## src/rtl/transpose_tile_pingpong.sv

```systemverilog
// transpose_tile_pingpong: LANES x LANES tile transposer with two ping-pong banks.
// Rows stream into the write bank while the other bank drains one column per beat.
// Optional macro TRANS_ZERO_PAD_EN: honour cfg_rows and zero column elements beyond
// the valid rows. Without it every tile is LANES rows and no masking is built.
//
// Handshake: a beat moves at a rising edge where vld and rdy are both high; a
// producer that raised vld keeps it high with pd unchanged until rdy is seen.
module transpose_tile_pingpong #(
    parameter int DW         = 16,
    parameter int LANES      = 8,
    parameter int LOG2_LANES = 3,
    parameter int TILE_CNT_W = 16
) (
    input  logic                  clk,
    input  logic                  rst_n,
    input  logic                  start,
    input  logic [TILE_CNT_W-1:0] cfg_tile_num,
    input  logic [LOG2_LANES:0]   cfg_rows,
    input  logic [LOG2_LANES:0]   cfg_cols,
    input  logic                  in_vld,
    output logic                  in_rdy,
    input  logic [DW*LANES-1:0]   in_pd,
    output logic                  out_vld,
    input  logic                  out_rdy,
    output logic [DW*LANES-1:0]   out_pd,
    output logic                  busy,
    output logic                  done
);
    localparam int W = DW * LANES;
    localparam logic [LOG2_LANES-1:0] LAST_IDX = LOG2_LANES'(LANES - 1);
    localparam logic [LOG2_LANES-1:0] IDX_ONE  = LOG2_LANES'(1);
    localparam logic [LOG2_LANES:0]   CFG_ONE  = (LOG2_LANES + 1)'(1);
    localparam logic [TILE_CNT_W-1:0] TILE_ONE = TILE_CNT_W'(1);

    typedef enum logic {RD_IDLE, RD_EMIT} rd_state_e;

    rd_state_e             state_q, state_d;
    logic                  busy_q, busy_d;
    logic                  done_q, done_d;
    logic [TILE_CNT_W-1:0] tile_num_q, tile_num_d;
    logic [LOG2_LANES-1:0] last_row_q, last_row_d;
    logic [LOG2_LANES-1:0] last_col_q, last_col_d;
    logic [1:0]            full_q, full_d;
    logic                  wr_bank_q, wr_bank_d;
    logic                  rd_bank_q, rd_bank_d;
    logic [LOG2_LANES-1:0] wr_row_q, wr_row_d;
    logic [LOG2_LANES-1:0] rd_col_q, rd_col_d;
    logic [TILE_CNT_W-1:0] tiles_wr_q, tiles_wr_d;
    logic [TILE_CNT_W-1:0] tiles_rd_q, tiles_rd_d;
    logic                  out_vld_q, out_vld_d;
    logic [W-1:0]          out_pd_q, out_pd_d;

    logic [W-1:0]          mem_q [2][LANES];

    logic                  job_start;
    logic                  job_end;
    logic                  wr_fire;
    logic                  out_fire;
    logic                  rd_release;
    logic                  load;
    logic                  load_bank;
    logic [LOG2_LANES-1:0] load_col;
    logic [W-1:0]          col_data;
    logic [LOG2_LANES-1:0] start_last_row;
    logic [LOG2_LANES-1:0] start_last_col;

    assign in_rdy    = busy_q & ~full_q[wr_bank_q] & (tiles_wr_q < tile_num_q);
    assign wr_fire   = in_vld & in_rdy;
    assign out_fire  = out_vld_q & out_rdy;
    assign job_start = start & ~busy_q & (cfg_tile_num != '0);
    assign job_end   = rd_release & (tiles_rd_q == tile_num_q - TILE_ONE);

    assign out_vld = out_vld_q;
    assign out_pd  = out_pd_q;
    assign busy    = busy_q;
    assign done    = done_q;

`ifndef TRANS_ZERO_PAD_EN
    logic unused_cfg_rows;
    assign unused_cfg_rows = ^cfg_rows;
`endif

    // Decode the tile shape offered with start; a zero field means a full LANES edge
    always_comb begin
        start_last_col = (cfg_cols == '0) ? LAST_IDX : LOG2_LANES'(cfg_cols - CFG_ONE);
`ifdef TRANS_ZERO_PAD_EN
        start_last_row = (cfg_rows == '0) ? LAST_IDX : LOG2_LANES'(cfg_rows - CFG_ONE);
`else
        start_last_row = LAST_IDX;
`endif
    end

    // Read FSM: pick which column (if any) is loaded into the output register
    always_comb begin
        state_d    = state_q;
        out_vld_d  = out_vld_q;
        rd_col_d   = rd_col_q;
        rd_bank_d  = rd_bank_q;
        tiles_rd_d = tiles_rd_q;
        rd_release = 1'b0;
        load       = 1'b0;
        load_bank  = rd_bank_q;
        load_col   = '0;
        case (state_q)
            RD_IDLE: begin
                if (full_q[rd_bank_q]) begin
                    load    = 1'b1;
                    state_d = RD_EMIT;
                end
            end
            RD_EMIT: begin
                if (out_fire) begin
                    if (rd_col_q == last_col_q) begin
                        // Tile drained: hand the bank back to the write side
                        rd_release = 1'b1;
                        rd_bank_d  = ~rd_bank_q;
                        rd_col_d   = '0;
                        tiles_rd_d = tiles_rd_q + TILE_ONE;
                        if (full_q[~rd_bank_q]) begin
                            load      = 1'b1;
                            load_bank = ~rd_bank_q;
                        end else begin
                            out_vld_d = 1'b0;
                            state_d   = RD_IDLE;
                        end
                    end else begin
                        rd_col_d = rd_col_q + IDX_ONE;
                        load     = 1'b1;
                        load_col = rd_col_q + IDX_ONE;
                    end
                end
            end
            default: state_d = RD_IDLE;
        endcase
        if (load) begin
            out_vld_d = 1'b1;
        end
        if (job_start) begin
            rd_bank_d  = 1'b0;
            rd_col_d   = '0;
            tiles_rd_d = '0;
        end
    end

    // Gather one column of the selected bank; rows past the tile edge read as zero when padding
    always_comb begin
        col_data = '0;
        for (int r = 0; r < LANES; r++) begin
            col_data[r*DW +: DW] = mem_q[load_bank][r][int'(load_col)*DW +: DW];
`ifdef TRANS_ZERO_PAD_EN
            if (LOG2_LANES'(r) > last_row_q) begin
                col_data[r*DW +: DW] = '0;
            end
`endif
        end
        out_pd_d = load ? col_data : out_pd_q;
    end

    // Job control and write side: row pointer, bank flip, full flags, busy/done
    always_comb begin
        busy_d     = busy_q;
        done_d     = 1'b0;
        tile_num_d = tile_num_q;
        last_row_d = last_row_q;
        last_col_d = last_col_q;
        wr_row_d   = wr_row_q;
        wr_bank_d  = wr_bank_q;
        tiles_wr_d = tiles_wr_q;
        full_d     = full_q;
        if (wr_fire) begin
            if (wr_row_q == last_row_q) begin
                full_d[wr_bank_q] = 1'b1;
                wr_row_d          = '0;
                wr_bank_d         = ~wr_bank_q;
                tiles_wr_d        = tiles_wr_q + TILE_ONE;
            end else begin
                wr_row_d = wr_row_q + IDX_ONE;
            end
        end
        if (rd_release) begin
            full_d[rd_bank_q] = 1'b0;
        end
        if (job_end) begin
            busy_d = 1'b0;
            done_d = 1'b1;
        end
        if (start && !busy_q && (cfg_tile_num == '0)) begin
            done_d = 1'b1;
        end
        if (job_start) begin
            busy_d     = 1'b1;
            tile_num_d = cfg_tile_num;
            last_row_d = start_last_row;
            last_col_d = start_last_col;
            wr_row_d   = '0;
            wr_bank_d  = 1'b0;
            tiles_wr_d = '0;
        end
    end

    // State and control registers
    always_ff @(posedge clk or negedge rst_n) begin
        if (!rst_n) begin
            state_q    <= RD_IDLE;
            busy_q     <= 1'b0;
            done_q     <= 1'b0;
            tile_num_q <= '0;
            last_row_q <= '0;
            last_col_q <= '0;
            full_q     <= '0;
            wr_bank_q  <= 1'b0;
            rd_bank_q  <= 1'b0;
            wr_row_q   <= '0;
            rd_col_q   <= '0;
            tiles_wr_q <= '0;
            tiles_rd_q <= '0;
            out_vld_q  <= 1'b0;
            out_pd_q   <= '0;
        end else begin
            state_q    <= state_d;
            busy_q     <= busy_d;
            done_q     <= done_d;
            tile_num_q <= tile_num_d;
            last_row_q <= last_row_d;
            last_col_q <= last_col_d;
            full_q     <= full_d;
            wr_bank_q  <= wr_bank_d;
            rd_bank_q  <= rd_bank_d;
            wr_row_q   <= wr_row_d;
            rd_col_q   <= rd_col_d;
            tiles_wr_q <= tiles_wr_d;
            tiles_rd_q <= tiles_rd_d;
            out_vld_q  <= out_vld_d;
            out_pd_q   <= out_pd_d;
        end
    end

    // Bank storage; contents need no reset because full flags guard every read
    always_ff @(posedge clk) begin
        if (wr_fire) begin
            mem_q[wr_bank_q][wr_row_q] <= in_pd;
        end
    end

endmodule

```

## config.mk

```make
export PLATFORM = sky130hd
export DESIGN_NAME = transpose_tile_pingpong
export DESIGN_NICKNAME = d
export VERILOG_FILES = /design/src/rtl/transpose_tile_pingpong.sv
export SDC_FILE = /design/constraint.sdc
export NUM_CORES = 2
export LEC_CHECK = 0
export BUFFER_PORTS_ARGS = -buffer_cell sky130_fd_sc_hd__buf_2
export CORE_UTILIZATION = 41
export DETAILED_ROUTE_END_ITERATION = 12
export MAX_ROUTING_LAYER = met4
export PLACE_DENSITY = 0.59
export SETUP_SLACK_MARGIN = 0.3
export SYNTH_ARGS = -nofsm -noshare
export SYNTH_HDL_FRONTEND = slang
export SYNTH_SLANG_ARGS = --single-unit
```

## constraint.sdc

```tcl
create_clock -name clk -period 19.6 [get_ports clk]
set_input_delay 0.98 -clock clk [delete_from_list [all_inputs] [get_ports clk]]
set_output_delay 0.98 -clock clk [all_outputs]
set_load 0.02 [all_outputs]
```

Yosys cells after proc, flatten, opt, wreduce, memory -nomap -nowiden
Memory sizes are Yosys's and may differ from the RTL's.
Cells that the tools add are included.
{"block": "totals", "out_inout_bits": 132, "regBits": 194, "n_memories": 1, "ram_bits": 2048}
{"name": "mem_q", "words": 2, "width": 1024, "rd": 1, "rd_clocked_by_memory_dff": 0, "wr": 1, "line_no": "53", "source": "logic [W-1:0] mem_q [2][LANES];"}
{"block": "op_classes", "mux": 64, "order_cmp": 8, "eq_ne": 4, "bitwise_logic": 16, "n_reduce_logical": 22, "n_shift": 8, "addsub": 6}
{"cell": "1024-bit 2-to-1 mux", "count": 1}
{"cell": "128-bit by 8-bit variable part select with 16-bit output", "count": 8}
{"cell": "128-bit demux with 3-bit select", "count": 1}
{"cell": "128-bit 2-to-1 mux", "count": 1}
{"cell": "16-bit 2-to-1 mux", "count": 7}
{"cell": "1-bit 2-to-1 mux", "count": 37}
{"cell": "16-bit by 1-bit adder with 16-bit output, second input constant", "count": 2}
{"cell": "3-bit 2-to-1 mux", "count": 10}
{"cell": "2-bit nonzero test", "count": 9}
{"cell": "16-bit equality test", "count": 1}
{"cell": "16-bit zero test", "count": 1}
{"cell": "16-bit < comparator", "count": 1}
{"cell": "16-bit nonzero test", "count": 1}
{"cell": "16-bit by 1-bit subtractor with 16-bit output, second input constant", "count": 1}
{"cell": "1-bit bitwise AND", "count": 7}
{"cell": "3-bit by 1-bit adder with 3-bit output, second input constant", "count": 2}
{"cell": "3-bit equality test", "count": 2}
{"cell": "1-bit by 2-bit < comparator with 1-bit output, second input constant", "count": 3}
{"cell": "2-bit 2-to-1 mux", "count": 3}
{"cell": "1-bit logical AND", "count": 5}
{"cell": "1-bit inverter", "count": 5}
{"cell": "4-bit >= comparator, second input constant", "count": 1}
{"cell": "4-bit zero test", "count": 1}
{"cell": "4-bit by 1-bit < comparator with 1-bit output, second input constant", "count": 1}
{"cell": "13 further kinds", "count": 17}

Logic depth before layout (Yosys ltp)
{"block": "logic_depth", "depth_word": 9, "mapped_depth": 11, "ltp_nobuf": 9}

Least setup slack after synthesis
OpenSTA, ideal clock, no wires.
{"block": "synth_timing", "kind": "flip-flop to flip-flop", "start": "reg tile_num_q[5]", "end": "mem mem_q[0][384] (netlist name) (enable)", "path_buffers": 1, "slack_ns": 4.657, "period_less_slack_ns": 14.943, "arrival_ns": 14.014, "stages_incl_launch_ff": 10, "setup_ns": 0.929, "cell_sequence": "dfrtp_1 -> inv_1 -> ha_1 -> a21o_1 -> a21o_1 -> a21oi_1 -> o211ai_1 -> a211o_1 -> clkbuf_1 -> nor4_1"}
{"block": "synth_via", "elab_chain_cells": 5}
{"element": "from (decl)", "line_no": "40", "source": "logic [TILE_CNT_W-1:0] tile_num_q, tile_num_d;"}
{"element": "from (signal assigned)", "line_no": "223", "source": "tile_num_q <= tile_num_d;"}
{"element": "16-bit < comparator", "line_no": "67", "source": "assign in_rdy = busy_q & ~full_q[wr_bank_q] & (tiles_wr_q < tile_num_q);"}
{"element": "1-bit bitwise AND", "line_no": "67"}
{"element": "1-bit bitwise AND", "line_no": "68", "source": "assign wr_fire = in_vld & in_rdy;"}
{"element": "1-bit 2-to-1 mux", "line_no": "240", "source": "if (wr_fire) begin"}
{"element": "1024-bit 2-to-1 mux (implied by the code)", "line_no": "241", "source": "mem_q[wr_bank_q][wr_row_q] <= in_pd;"}
{"element": "to (decl)", "line_no": "53"}
Every way passes these cells.

Final worst setup path
{"block": "layout_timing", "start": "reg last_col_q[2]", "end": "reg out_pd_q[94], in the netlist out_pd[94]"}
{"block": "layout_via", "elab_chain_cells": 6}
{"element": "from (decl)", "line_no": "42", "source": "logic [LOG2_LANES-1:0] last_col_q, last_col_d;"}
{"element": "from (signal assigned)", "line_no": "225", "source": "last_col_q <= last_col_d;"}
{"element": "3-bit equality test (*)", "line_no": "113", "source": "if (rd_col_q == last_col_q) begin"}
{"element": "1-bit 2-to-1 mux", "line_no": "113"}
{"element": "1-bit 2-to-1 mux", "line_no": "112", "source": "if (out_fire) begin"}
{"element": "1-bit 2-to-1 mux", "line_no": "104", "source": "case (state_q)"}
{"element": "memory read 2 x 1024 bit"}
{"element": "128-bit by 8-bit variable part select with 16-bit output", "line_no": "149", "source": "col_data[r*DW +: DW] = mem_q[load_bank][r][int'(load_col)*DW +: DW];"}
{"element": "to (signal assigned)", "line_no": "234", "source": "out_pd_q <= out_pd_d;"}
{"element": "to (decl)", "line_no": "51", "source": "logic [W-1:0] out_pd_q, out_pd_d;"}
Every way passes the cells marked *; elsewhere a longest branch is shown, timed or not.
A chain may end at the register's enable or synchronous reset.

==> results.json <==
{
  "status": "complete, no violations",
  "grt_first_pass_wirelength_mm": 390,
  "clockBufferDepth": 3,
  "cts_root_buf": "clkbuf_16",
  "worst_pin_slew_ns": 1.21,
  "initial_utilization": 0.412,
  "drtAntennaViolNets": 0,
  "first_iter_violations": 5716,
  "clock_skew_ns": 0.0359,
  "synth_cell_types": 73,
  "critPathKind": "reg -> reg",
  "slew_viol_final": 0,
  "place_congestion": 0.841,
  "insertion_delay_ns": 0.90,
  "setup-violations-final": 0,
  "crit_arrival_ns": 6.43,
  "drt-vias-per-instance": 5.77,
  "path_clk_slew_ns": 0.07,
  "area_delta_synth_final_pct": 13.0,
  "synth_top_area_share": 0.696,
  "grt_overflow": 0,
  "synth_area_leader_cell": "edfxtp_1",
  "ys_seq_area_frac": 0.751,
  "drv_cap": 0,
  "htree_levels": 4,
  "r2r_slack_ns": 13.89,
  "synth_edf_count": 2048,
  "synth_nets": 6620,
  "regArea_sq_mm": 0.0664,
  "period_needed_ns": 5.71,
  "p_per_area_mw_per_mm2": 141,
  "fin_crit_sh": 0.291,
  "leakagePower_nw": 33.5,
  "post_cts_resized": 0,
  "hold_viol": 0,
  "dr.pass1.iters": 6,
  "whs_ns": 0.0825,
  "cp-start-kind": "flop",
  "grt_max_degree": 172,
  "antenna_found_initial": 81,
  "async_flop_share": 0.0865,
  "rsz0062_at_grt": "no",
  "grt_pass1_vias": 52700,
  "synth-seq-cells": 2242,
  "vias": 56000,
  "irDropWorstVdd_mv": 0.111,
  "slew_headroom": 0.196,
  "avgSynthCellArea_sq_um": 13.7,
  "nets": 6802,
  "wirelength_mm": 275,
  "postCtsSetupBuffers": 0,
  "drive_above_1_share": 0.117,
  "cpMostUsedCell": "buf_4",
  "fmax_mhz": 175,
  "crit_buf_inv": 5,
  "synth_area_sq_mm": 0.0884,
  "clock-sinks": 2242,
  "worstHoldPathType": "in -> async",
  "nFillCells": 18700,
  "cts_buffers": 222,
  "critical_path.cell_chain": "xor2_1, nor4_4, buf_4, a21oi_4, buf_4, buf_12, buf_4, buf_4, a31oi_1, o22ai_1, a21oi_1",
  "multi_input_area_sq_mm": 0.0200,
  "synth_ff_type": "edfxtp_1",
  "synthTopCellsByArea": "edfxtp_1 (70%), nand2_1 (6.1%), dfrtp_1 (5.5%)",
  "synthCells": 6442,
  "reg2regPathDepth": 11,
  "max_stage_delay_ns": 0.76,
  "r2r-end": "out_pd[94]$_DFFE_PN0P_",
  "wl_per_cell_um": 28.3,
  "yosysWarningCount": 0,
  "drc": 0,
  "coreArea_sq_mm": 0.214,
  "rows": 170,
  "portBuffers": 284,
  "hold_buffers": 0,
  "die_h_um": 466,
  "finalPower_mw": 14.1,
  "r2r-start": "last_col_q[2]$_DFFE_PN0P_",
  "utilization": 0.466,
  "crit_path_end": "out_pd[94]$_DFFE_PN0P_",
  "track_usage": 0.258,
  "worstSetupEndpointType": "flop",
  "cp_max_fo": 162,
  "critical-path-slowest-cell": "buf_4",
  "setup_tns_ns": 0,
  "startpoint": "last_col_q[2]$_DFFE_PN0P_",
  "cpLargestDelayFamily": "buffers and inverters",
  "dp.final_hpwl_mm": 158,
  "worstPathRequired_ns": 20.32,
  "io_pins": 289,
  "cp_num_cells": 11,
  "dieArea_sq_mm": 0.217,
  "cts_tree": "yes",
  "die_x_um": 466
}
[synthesized netlist by cell type (18+ instances only)]
library cell,count
dfrtp_1,194
nand3_1,478
a211oi_1,194
o221ai_1,26
o31ai_1,45
nand2_1,1426
o211ai_1,67
edfxtp_1,2048
buf_2,201
o22ai_1,41
nor3_1,111
o21ai_0,115
mux2i_1,22
xnor2_1,24
a32oi_1,24
buf_4,23
ha_1,21
a22oi_1,75
inv_1,30
or3_1,18
a31oi_1,167
clkbuf_1,182
nor2b_1,168
a21oi_1,454
nand2b_1,49
mux4_2,18
nor2_1,37
[cell families after synthesis]
group,after synthesis,synth area share
flops,2242,0.751
fa+ha+maj,21,0.00297
xor+xnor,38,0.00411
mux,52,0.00861
simple gates,2365,0.119
buf+inv,460,0.0240
compound gates,1264,0.0905
[state kept, by name, indices dropped and copies added, names as in the netlist]
register,cells
rd_bank_q,1
wr_row_q,3
done,1
out_pd,128
mem_q,2048
state_q,1
busy,1
wr_bank_q,1
last_col_q,3
tiles_wr_q,16
tiles_rd_q,16
full_q,2
tile_num_q,16
out_vld,1
rd_col_q,3
last_row_q,1
[worst min path at each step]
stage / start / to / cells past startpoint
3_5_place_dp: last_row_q[0]$_DFFE_PN0P_ / last_row_q[0]$_DFFE_PN0P_ / 1
6_report: rst_n / out_pd[55]$_DFFE_PN0P_ / 1
4_1_cts: rst_n / out_pd[55]$_DFFE_PN0P_ / 1
2_1_floorplan: last_row_q[0]$_DFFE_PN0P_ / last_row_q[0]$_DFFE_PN0P_ / 1
5_1_grt: rst_n / out_pd[55]$_DFFE_PN0P_ / 1
3_3_place_gp: last_row_q[0]$_DFFE_PN0P_ / last_row_q[0]$_DFFE_PN0P_ / 1
[cell type report]
cell class / instances / area share
Tap cell: 2838 / 0.0356
Sequential cell: 2242 / 0.664
Antenna cell: 49 / 0.00123
Timing Repair Buffer: 388 / 0.0239
Multi-Input combinational cell: 3740 / 0.201
Clock buffer: 310 / 0.0619
Clock inverter: 109 / 0.0111
Inverter: 30 / 0.00113
[where the power goes]
part           total (mW)  internal, mW  switching, mW  leakage (nW)
logic                3.89          1.04           2.85          9.28
registers            5.96          5.68          0.280          20.7
clock network        4.22          2.37           1.85          3.56
total                14.1          9.10           4.98          33.5
[layer usage]
layer / vias up / share of wire / track usage
met5: - / 0 / -
met4: 0 / 0.034 / 0.0977
met3: 411 / 0.085 / 0.0607
met2: 2282 / 0.48 / 0.402
met1: 28800 / 0.40 / 0.327
li1: 24500 / - / -
[placed cells by master, fill, tap and decap left out, drive strengths merged, types with 75 or more instances in the layout]
| cell type | Yosys | final |
|---|---|---|
| a31oi | 168 | 168 |
| o21ai | 117 | 117 |
| nand2 | 1426 | 1426 |
| clkbuf | 182 | 310 |
| a21oi | 455 | 455 |
| dfrtp | 194 | 194 |
| a211oi | 194 | 194 |
| nand3 | 478 | 478 |
| clkinv | 0 | 87 |
| nor2b | 168 | 168 |
| a22oi | 75 | 75 |
| edfxtp | 2048 | 2048 |
| nor3 | 124 | 124 |
| buf | 248 | 388 |
[through the flow]
| stage | setup WS [ns] | cell area, sq um | instances |
|---|---|---|---|
| floorplan | 4.66 | 88400 | 6442 |
| global placement | 13.48 | 92500 | 9238 |
| detailed placement | 13.41 | 92500 | 9238 |
| CTS | 13.95 | 99700 | 9657 |
| global route | 13.65 | 99900 | 9704 |
| finish | 13.89 | 99900 | 9706 |
No activity file was read; power rests on OpenSTA's default activity.
